`src/rtl/pipelined_divider_if.sv`:
```
// Operand/result handshake bundle for pipelined_divider.
// The divider connects through the slave modport; the producer/consumer side uses master.
interface pipelined_divider_if #(
    parameter int N     = 16,
    parameter int M     = 8,
    parameter int TAG_W = 4
);
    logic             in_valid;
    logic             in_ready;
    logic             in_signed;
    logic [N-1:0]     in_dividend;
    logic [M-1:0]     in_divisor;
    logic [TAG_W-1:0] in_tag;
    logic             out_valid;
    logic             out_ready;
    logic [N-1:0]     out_quotient;
    logic [M-1:0]     out_remainder;
    logic             out_dbz;
    logic             out_ovf;
    logic [TAG_W-1:0] out_tag;

    modport master (
        output in_valid, in_signed, in_dividend, in_divisor, in_tag, out_ready,
        input  in_ready, out_valid, out_quotient, out_remainder, out_dbz, out_ovf, out_tag
    );

    modport slave (
        input  in_valid, in_signed, in_dividend, in_divisor, in_tag, out_ready,
        output in_ready, out_valid, out_quotient, out_remainder, out_dbz, out_ovf, out_tag
    );
endinterface

```
`src/rtl/pipelined_divider.sv`:
```
// Fully pipelined restoring divider: prep stage, N one-bit step stages, fix/result stage.
// The whole pipe advances together and freezes while the result is held.
module pipelined_divider #(
    parameter int N         = 16,
    parameter int M         = 8,
    parameter int TAG_W     = 4,
    parameter bit SIGNED_EN = 1'b1
) (
    input  logic              clk,
    input  logic              reset,
    input  logic              flush,
    pipelined_divider_if.slave bus
);
    logic             adv_s;
    logic             sgn_s;
    logic             dneg_s;
    logic             vneg_s;
    logic             dbz_s;
    logic             ovf_s;
    logic [N-1:0]     dabs_s;
    logic [M-1:0]     vabs_s;

    // Index 0 is the prep stage; index k holds the state after step k.
    logic             v_q    [0:N];
    logic             v_d    [0:N];
    logic [M-1:0]     rem_q  [0:N];
    logic [M-1:0]     rem_d  [0:N];
    logic [N-1:0]     work_q [0:N];
    logic [N-1:0]     work_d [0:N];
    logic [M-1:0]     dvs_q  [0:N-1];
    logic [M-1:0]     dvs_d  [0:N-1];
    logic             qneg_q [0:N];
    logic             qneg_d [0:N];
    logic             rneg_q [0:N];
    logic             rneg_d [0:N];
    logic             dbz_q  [0:N];
    logic             dbz_d  [0:N];
    logic             ovf_q  [0:N];
    logic             ovf_d  [0:N];
    logic [M-1:0]     lo_q   [0:N];
    logic [M-1:0]     lo_d   [0:N];
    logic [TAG_W-1:0] tag_q  [0:N];
    logic [TAG_W-1:0] tag_d  [0:N];

    logic [M:0]       part_s [1:N];
    logic [M-1:0]     diff_s [1:N];
    logic             take_s [1:N];

    logic [N-1:0]     fix_quo_s;
    logic [M-1:0]     fix_rem_s;

    logic             res_valid_q, res_valid_d;
    logic [N-1:0]     res_quo_q,   res_quo_d;
    logic [M-1:0]     res_rem_q,   res_rem_d;
    logic             res_dbz_q,   res_dbz_d;
    logic             res_ovf_q,   res_ovf_d;
    logic [TAG_W-1:0] res_tag_q,   res_tag_d;

    assign adv_s = !(res_valid_q && !bus.out_ready);

    // Operand preparation: magnitudes, signs and special-case detection.
    always_comb begin
        sgn_s  = bus.in_signed & SIGNED_EN;
        dneg_s = sgn_s & bus.in_dividend[N-1];
        vneg_s = sgn_s & bus.in_divisor[M-1];
        dabs_s = dneg_s ? (-bus.in_dividend) : bus.in_dividend;
        vabs_s = vneg_s ? (-bus.in_divisor) : bus.in_divisor;
        dbz_s  = (bus.in_divisor == {M{1'b0}});
        ovf_s  = !dbz_s && sgn_s
                 && (bus.in_dividend == {1'b1, {(N-1){1'b0}}})
                 && (bus.in_divisor == {M{1'b1}});
    end

    // One restoring step per stage: shift in the next dividend bit, compare, subtract.
    always_comb begin
        for (int k = 1; k <= N; k++) begin
            part_s[k] = {rem_q[k-1], work_q[k-1][N-1]};
            take_s[k] = (part_s[k] >= {1'b0, dvs_q[k-1]});
            diff_s[k] = part_s[k][M-1:0] - dvs_q[k-1];
        end
    end

    // Sign correction and special-case override feeding the result register.
    always_comb begin
        if (dbz_q[N]) begin
            fix_quo_s = {N{1'b1}};
            fix_rem_s = lo_q[N];
        end else if (ovf_q[N]) begin
            fix_quo_s = {1'b1, {(N-1){1'b0}}};
            fix_rem_s = {M{1'b0}};
        end else begin
            fix_quo_s = qneg_q[N] ? (-work_q[N]) : work_q[N];
            fix_rem_s = rneg_q[N] ? (-rem_q[N]) : rem_q[N];
        end
    end

    // Next-state for every stage: hold by default, shift when the pipe advances.
    always_comb begin
        for (int k = 0; k <= N; k++) begin
            v_d[k]    = v_q[k];
            rem_d[k]  = rem_q[k];
            work_d[k] = work_q[k];
            qneg_d[k] = qneg_q[k];
            rneg_d[k] = rneg_q[k];
            dbz_d[k]  = dbz_q[k];
            ovf_d[k]  = ovf_q[k];
            lo_d[k]   = lo_q[k];
            tag_d[k]  = tag_q[k];
        end
        for (int k = 0; k < N; k++) begin
            dvs_d[k] = dvs_q[k];
        end
        res_valid_d = res_valid_q;
        res_quo_d   = res_quo_q;
        res_rem_d   = res_rem_q;
        res_dbz_d   = res_dbz_q;
        res_ovf_d   = res_ovf_q;
        res_tag_d   = res_tag_q;

        if (flush) begin
            for (int k = 0; k <= N; k++) begin
                v_d[k] = 1'b0;
            end
            res_valid_d = 1'b0;
        end else if (adv_s) begin
            v_d[0]    = bus.in_valid;
            rem_d[0]  = {M{1'b0}};
            work_d[0] = dabs_s;
            dvs_d[0]  = vabs_s;
            qneg_d[0] = dneg_s ^ vneg_s;
            rneg_d[0] = dneg_s;
            dbz_d[0]  = dbz_s;
            ovf_d[0]  = ovf_s;
            lo_d[0]   = bus.in_dividend[M-1:0];
            tag_d[0]  = bus.in_tag;
            for (int k = 1; k <= N; k++) begin
                v_d[k]    = v_q[k-1];
                rem_d[k]  = take_s[k] ? diff_s[k] : part_s[k][M-1:0];
                work_d[k] = {work_q[k-1][N-2:0], take_s[k]};
                qneg_d[k] = qneg_q[k-1];
                rneg_d[k] = rneg_q[k-1];
                dbz_d[k]  = dbz_q[k-1];
                ovf_d[k]  = ovf_q[k-1];
                lo_d[k]   = lo_q[k-1];
                tag_d[k]  = tag_q[k-1];
            end
            for (int k = 1; k < N; k++) begin
                dvs_d[k] = dvs_q[k-1];
            end
            res_valid_d = v_q[N];
            res_quo_d   = fix_quo_s;
            res_rem_d   = fix_rem_s;
            res_dbz_d   = dbz_q[N];
            res_ovf_d   = ovf_q[N] & ~dbz_q[N];
            res_tag_d   = tag_q[N];
        end else begin
            res_valid_d = res_valid_q;
        end
    end

    // State registers for all stages and the result.
    always_ff @(posedge clk or posedge reset) begin
        if (reset) begin
            for (int k = 0; k <= N; k++) begin
                v_q[k]    <= 1'b0;
                rem_q[k]  <= {M{1'b0}};
                work_q[k] <= {N{1'b0}};
                qneg_q[k] <= 1'b0;
                rneg_q[k] <= 1'b0;
                dbz_q[k]  <= 1'b0;
                ovf_q[k]  <= 1'b0;
                lo_q[k]   <= {M{1'b0}};
                tag_q[k]  <= {TAG_W{1'b0}};
            end
            for (int k = 0; k < N; k++) begin
                dvs_q[k] <= {M{1'b0}};
            end
            res_valid_q <= 1'b0;
            res_quo_q   <= {N{1'b0}};
            res_rem_q   <= {M{1'b0}};
            res_dbz_q   <= 1'b0;
            res_ovf_q   <= 1'b0;
            res_tag_q   <= {TAG_W{1'b0}};
        end else begin
            for (int k = 0; k <= N; k++) begin
                v_q[k]    <= v_d[k];
                rem_q[k]  <= rem_d[k];
                work_q[k] <= work_d[k];
                qneg_q[k] <= qneg_d[k];
                rneg_q[k] <= rneg_d[k];
                dbz_q[k]  <= dbz_d[k];
                ovf_q[k]  <= ovf_d[k];
                lo_q[k]   <= lo_d[k];
                tag_q[k]  <= tag_d[k];
            end
            for (int k = 0; k < N; k++) begin
                dvs_q[k] <= dvs_d[k];
            end
            res_valid_q <= res_valid_d;
            res_quo_q   <= res_quo_d;
            res_rem_q   <= res_rem_d;
            res_dbz_q   <= res_dbz_d;
            res_ovf_q   <= res_ovf_d;
            res_tag_q   <= res_tag_d;
        end
    end

    assign bus.in_ready      = adv_s;
    assign bus.out_valid     = res_valid_q;
    assign bus.out_quotient  = res_quo_q;
    assign bus.out_remainder = res_rem_q;
    assign bus.out_dbz       = res_dbz_q;
    assign bus.out_ovf       = res_ovf_q;
    assign bus.out_tag       = res_tag_q;
endmodule

```
`src/flat_wrapper.sv`:
```
// flat-port wrapper written by rule: the top's interface ports become plain ports
module pipelined_divider_flat 
#(
    parameter int N         = 16,
    parameter int M         = 8,
    parameter int TAG_W     = 4,
    parameter bit SIGNED_EN = 1'b1
)
  (clk, reset, flush, bus_in_valid, bus_in_signed, bus_in_dividend, bus_in_divisor, bus_in_tag, bus_out_ready, bus_in_ready, bus_out_valid, bus_out_quotient, bus_out_remainder, bus_out_dbz, bus_out_ovf, bus_out_tag);
  pipelined_divider_if #(.N(N), .M(M), .TAG_W(TAG_W)) bus_i ();
  input  logic clk;
  input  logic reset;
  input  logic flush;
  input wire logic [$bits(bus_i.in_valid)-1:0] bus_in_valid;
  input wire logic [$bits(bus_i.in_signed)-1:0] bus_in_signed;
  input wire logic [$bits(bus_i.in_dividend)-1:0] bus_in_dividend;
  input wire logic [$bits(bus_i.in_divisor)-1:0] bus_in_divisor;
  input wire logic [$bits(bus_i.in_tag)-1:0] bus_in_tag;
  input wire logic [$bits(bus_i.out_ready)-1:0] bus_out_ready;
  output wire logic [$bits(bus_i.in_ready)-1:0] bus_in_ready;
  output wire logic [$bits(bus_i.out_valid)-1:0] bus_out_valid;
  output wire logic [$bits(bus_i.out_quotient)-1:0] bus_out_quotient;
  output wire logic [$bits(bus_i.out_remainder)-1:0] bus_out_remainder;
  output wire logic [$bits(bus_i.out_dbz)-1:0] bus_out_dbz;
  output wire logic [$bits(bus_i.out_ovf)-1:0] bus_out_ovf;
  output wire logic [$bits(bus_i.out_tag)-1:0] bus_out_tag;
  assign bus_i.in_valid = bus_in_valid;
  assign bus_i.in_signed = bus_in_signed;
  assign bus_i.in_dividend = bus_in_dividend;
  assign bus_i.in_divisor = bus_in_divisor;
  assign bus_i.in_tag = bus_in_tag;
  assign bus_i.out_ready = bus_out_ready;
  assign bus_in_ready = bus_i.in_ready;
  assign bus_out_valid = bus_i.out_valid;
  assign bus_out_quotient = bus_i.out_quotient;
  assign bus_out_remainder = bus_i.out_remainder;
  assign bus_out_dbz = bus_i.out_dbz;
  assign bus_out_ovf = bus_i.out_ovf;
  assign bus_out_tag = bus_i.out_tag;
  pipelined_divider #(.N(N), .M(M), .TAG_W(TAG_W), .SIGNED_EN(SIGNED_EN)) u_core (.clk(clk), .reset(reset), .flush(flush), .bus(bus_i));
endmodule
```
`config.mk`:
```
export PLATFORM = sky130hd
export DESIGN_NAME = pipelined_divider_flat
export DESIGN_NICKNAME = d
export VERILOG_FILES = /design/src/rtl/pipelined_divider_if.sv /design/src/rtl/pipelined_divider.sv /design/src/flat_wrapper.sv
export SDC_FILE = /design/constraint.sdc
export NUM_CORES = 2
export LEC_CHECK = 0
export ABC_AREA = 0
export CAP_MARGIN = 20
export CORE_UTILIZATION = 40
export DETAILED_ROUTE_END_ITERATION = 8
export RECOVER_POWER = 50
export SYNTH_ARGS = -nofsm -noshare
export SYNTH_HDL_FRONTEND = slang
export SYNTH_SLANG_ARGS = --single-unit
```
`constraint.sdc`:
```
create_clock -name clk -period 87.1 [get_ports clk]
set_clock_uncertainty 0.1 [all_clocks]
set_input_delay 17.42 -clock clk [delete_from_list [all_inputs] [get_ports clk]]
set_output_delay 17.42 -clock clk [all_outputs]
set_load 0.1 [all_outputs]
```
==> flow_summary.yaml <==
drt:
  firstDrtPassIters: 5
  vias: 27110
  vias_per_cell: 4.850
  drc_errors: 0
  ant_nets: 0
  wl_per_cell_um: 13.89
  first_iter_violations: 2145
  routed_wirelength_um: 77650
clock_tree:
  cts_resized: 0
  cts_hold_buf: 0
  numCtsBuffers: 89
  clock_sinks: 832
  clk_latency_ns: 0.65
  cts_tree: "yes"
  clk_pin_slew_worst_paths_ns: 0.06
  clk_path_buf_depth: 3
  clockRootBuffer: "clkbuf_16"
  htree_levels: 3
  postCtsSetupRepairBufs: 0
worst_setup_path:
  r2r-start: "u_core.bus.out_valid"
  reg2reg_slack_ns: 78.88
  worstSetupPathType: "primary input to primary output"
  cp_slowest_stage_delay_ns: 1.20
  crit_required_ns: 69.58
  crit_path_cell_trace: "clkdlybuf4s50_1 -> nor2b_1 -> inv_2 -> clkdlybuf4s50_1"
  path_max_fanout: 19
  crit_top_cell: "clkdlybuf4s50_1"
  critPathBufInv: 3
  crit_path_top_delay_cell: "clkdlybuf4s50_1"
  cp.arrival_ns: 19.37
  reg2reg_depth: 9
  worstSetupStartpointType: "primary input"
  r2r_end: "u_core.part_s[98]"
  end_kind: "primary output"
  cp_top_family: "buffers and inverters"
synthesis:
  synth_area_leaders: "dfrtp_1 55%, nand2_1 18%, ha_1 4.2%, o21ai_0 3.5%, mux2i_1 1.9%"
  ys_ff_latch: 832
  yosys.area.top_type: "dfrtp_1"
  yosysUniqueCellTypes: 62
  synth_edf_count: 0
  synth_nets: 4450
  ys_seq_area_frac: 0.5474
  synth_cells: 4274
  synth_flop_cell: "dfrtp_1"
  synth_warnings: 0
  syn_avg_cell_area_um2: 8.899
  synth-async-reset-ratio: 1.000
  yosysTopAreaCellShare: 0.5474
  syn_area_um2: 38030
timing:
  setup_violations: 0
  maxSlewViolCount: 1315
  worstMarginPinSlew_ns: 8.127
  whs_ns: 0.3467
  finalCritPeriodShare: 0.4236
  rsz0062_at_grt: "false"
  clock.fmax_mhz: 27.11
  final_hold_viol_count: 0
  slew_headroom: -4.418
  fin_tns_setup_ns: 0
  period_needed_ns: 36.89
cells_and_area:
  finalNetCount: 4437
  syn2layout_area_growth_pct: 12.72
  antenna_cells: 0
  final_common_cell: "nand2_1"
  drive_above_1_share: 0.04497
  final_area_um2: 42870
  nFillCells: 9095
  final_cell_mix: "1839 x nand2_1, 832 x dfrtp_1, 286 x o21ai_0"
grt:
  track_usage: 0.1677
  grt_pass1_vias: 26420
  grt_pass1_wl_um: 134300
  antenna_found_initial: 0
  grt-ovfl-total: 0
  grt_max_degree: 229
power:
  ir_drop_mv: 0.01942
  cellLeakagePower_nw: 21.62
  power_density_nw_per_um2: 32.19
worst_hold_path:
  hold_path_depth: 2
  hold_path.class: "flip-flop to flip-flop"
  min_from: "u_core.lo_q[63]"
  hold_path_end: "u_core.lo_q[55]"
die:
  die_area_um2: 96320
  ios: 66
  dieHeight_um: 310.4
  die_w_um: 310.4
  start_util: 0.4057
  core-area_um2: 93750
  rows: 112
placement:
  dpl-instance-area_um2: 39730
  portBuffers: 65
  dp_hpwl_um: 48200
  place_congestion: 0.8351
outcome:
  status: "finished with violations"
  violations: "capacitance limit, slew limit"
flow_run:
  maxCapViolCount: 15
-- per-stage QoR --
stage | power, mW | worst slack, ns | cells | utilization
after CTS | 1.397 | 50.17 | 5584 | 0.4578
final | 1.380 | 50.21 | 5590 | 0.4573
after global routing | 1.480 | 50.11 | 5590 | 0.4573
after detailed placement | 0.9835 | 50.18 | 5418 | 0.4238
after global placement | 0.9736 | 50.18 | 5415 | 0.4235
after floorplan | 0.8768 | 46.21 | 4274 | -
-- logic make-up (layout without fill, tap and decap cells) --
logic type	Yosys count	after routing	synth area share
multiplexers	71	71	0.01869
adder cells (fa/ha/maj)	142	142	0.04968
XOR/XNOR	111	111	0.02556
flip-flops	832	832	0.5474
AND/OR/NAND/NOR	2124	2124	0.2213
AO/OA/AOI/OAI	603	603	0.09606
buffers and inverters	391	453	0.04125
-- routing by layer --
metal / wire length (um) / GRT usage
met5: 0 / 0
met3: 2652 / 0.02500
met4: 1432 / 0.04720
met1: 39190 / 0.2483
met2: 34380 / 0.2543
-- synth_stat cells (8+ instances only) --
library cell,instances
nor3_1,22
o211ai_1,23
o21ai_0,267
xor2_1,43
a31oi_1,18
nand3_1,71
xnor2_1,68
a211o_1,8
ha_1,127
and3_1,19
fa_1,15
inv_1,182
a21o_1,44
nand2_1,1839
mux2i_1,71
o21bai_1,11
buf_1,14
o31ai_1,12
nor2_1,82
o21ai_1,36
a2bb2oi_1,9
o21a_1,13
a21oi_1,96
nor2b_1,24
clkbuf_1,117
o311ai_0,20
a221oi_1,8
buf_2,75
or3_1,8
nand2b_1,21
dfrtp_1,832
-- worst reg2reg max path: cells and delay by family (launching register included) --
kind,cells,cell delay [ns]
simple gates,3,0.68
buf+inv,5,6.78
compound gates,1,0.22
flops,1,0.37
-- how the worst max path moves through the flow --
stage / from / endpoint / slack, ns / depth (start not counted)
2_1_floorplan: reset / u_core.bus.out_dbz / 46.21 / 1
3_3_place_gp: bus_out_ready / bus_in_ready / 50.18 / 4
3_5_place_dp: bus_out_ready / bus_in_ready / 50.18 / 4
4_1_cts: bus_out_ready / bus_in_ready / 50.17 / 4
5_1_grt: bus_out_ready / bus_in_ready / 50.11 / 4
6_report: bus_out_ready / bus_in_ready / 50.21 / 4
-- area by class of cell --
type	count	area [um^2]	area share
timing repair buffer	104	924.6	0.02157
sequential	832	20820	0.4857
clock buffer	134	2729	0.06365
inverter	183	688.2	0.01605
multi-input combinational	3051	15680	0.3657
tap	1254	1569	0.03660
clock inverter	32	462.9	0.01080
-- power breakdown --
group          total [mW]  switching (mW)  leakage (nW)  internal, mW
clock network       0.404           0.160          1.55         0.244
registers           0.529          0.0597          10.9         0.469
logic               0.447           0.262          9.18         0.185
total                1.38           0.481          21.6         0.899
-- state kept, by name (all words and copies together) (netlist names), 4 cells and up --
signal                    flops
u_core.bus.out_quotient      16
u_core.bus.out_remainder      8
u_core.bus.out_tag            4
u_core.dbz_q                 17
u_core.dvs_q                128
u_core.lo_q                 136
u_core.ovf_q                 17
u_core.part_s               135
u_core.qneg_q                17
u_core.rem_q                  8
u_core.rneg_q                17
u_core.tag_q                 68
u_core.v_q                   17
u_core.work_q               241
Note: power is estimated with default switching activity, not from simulation.
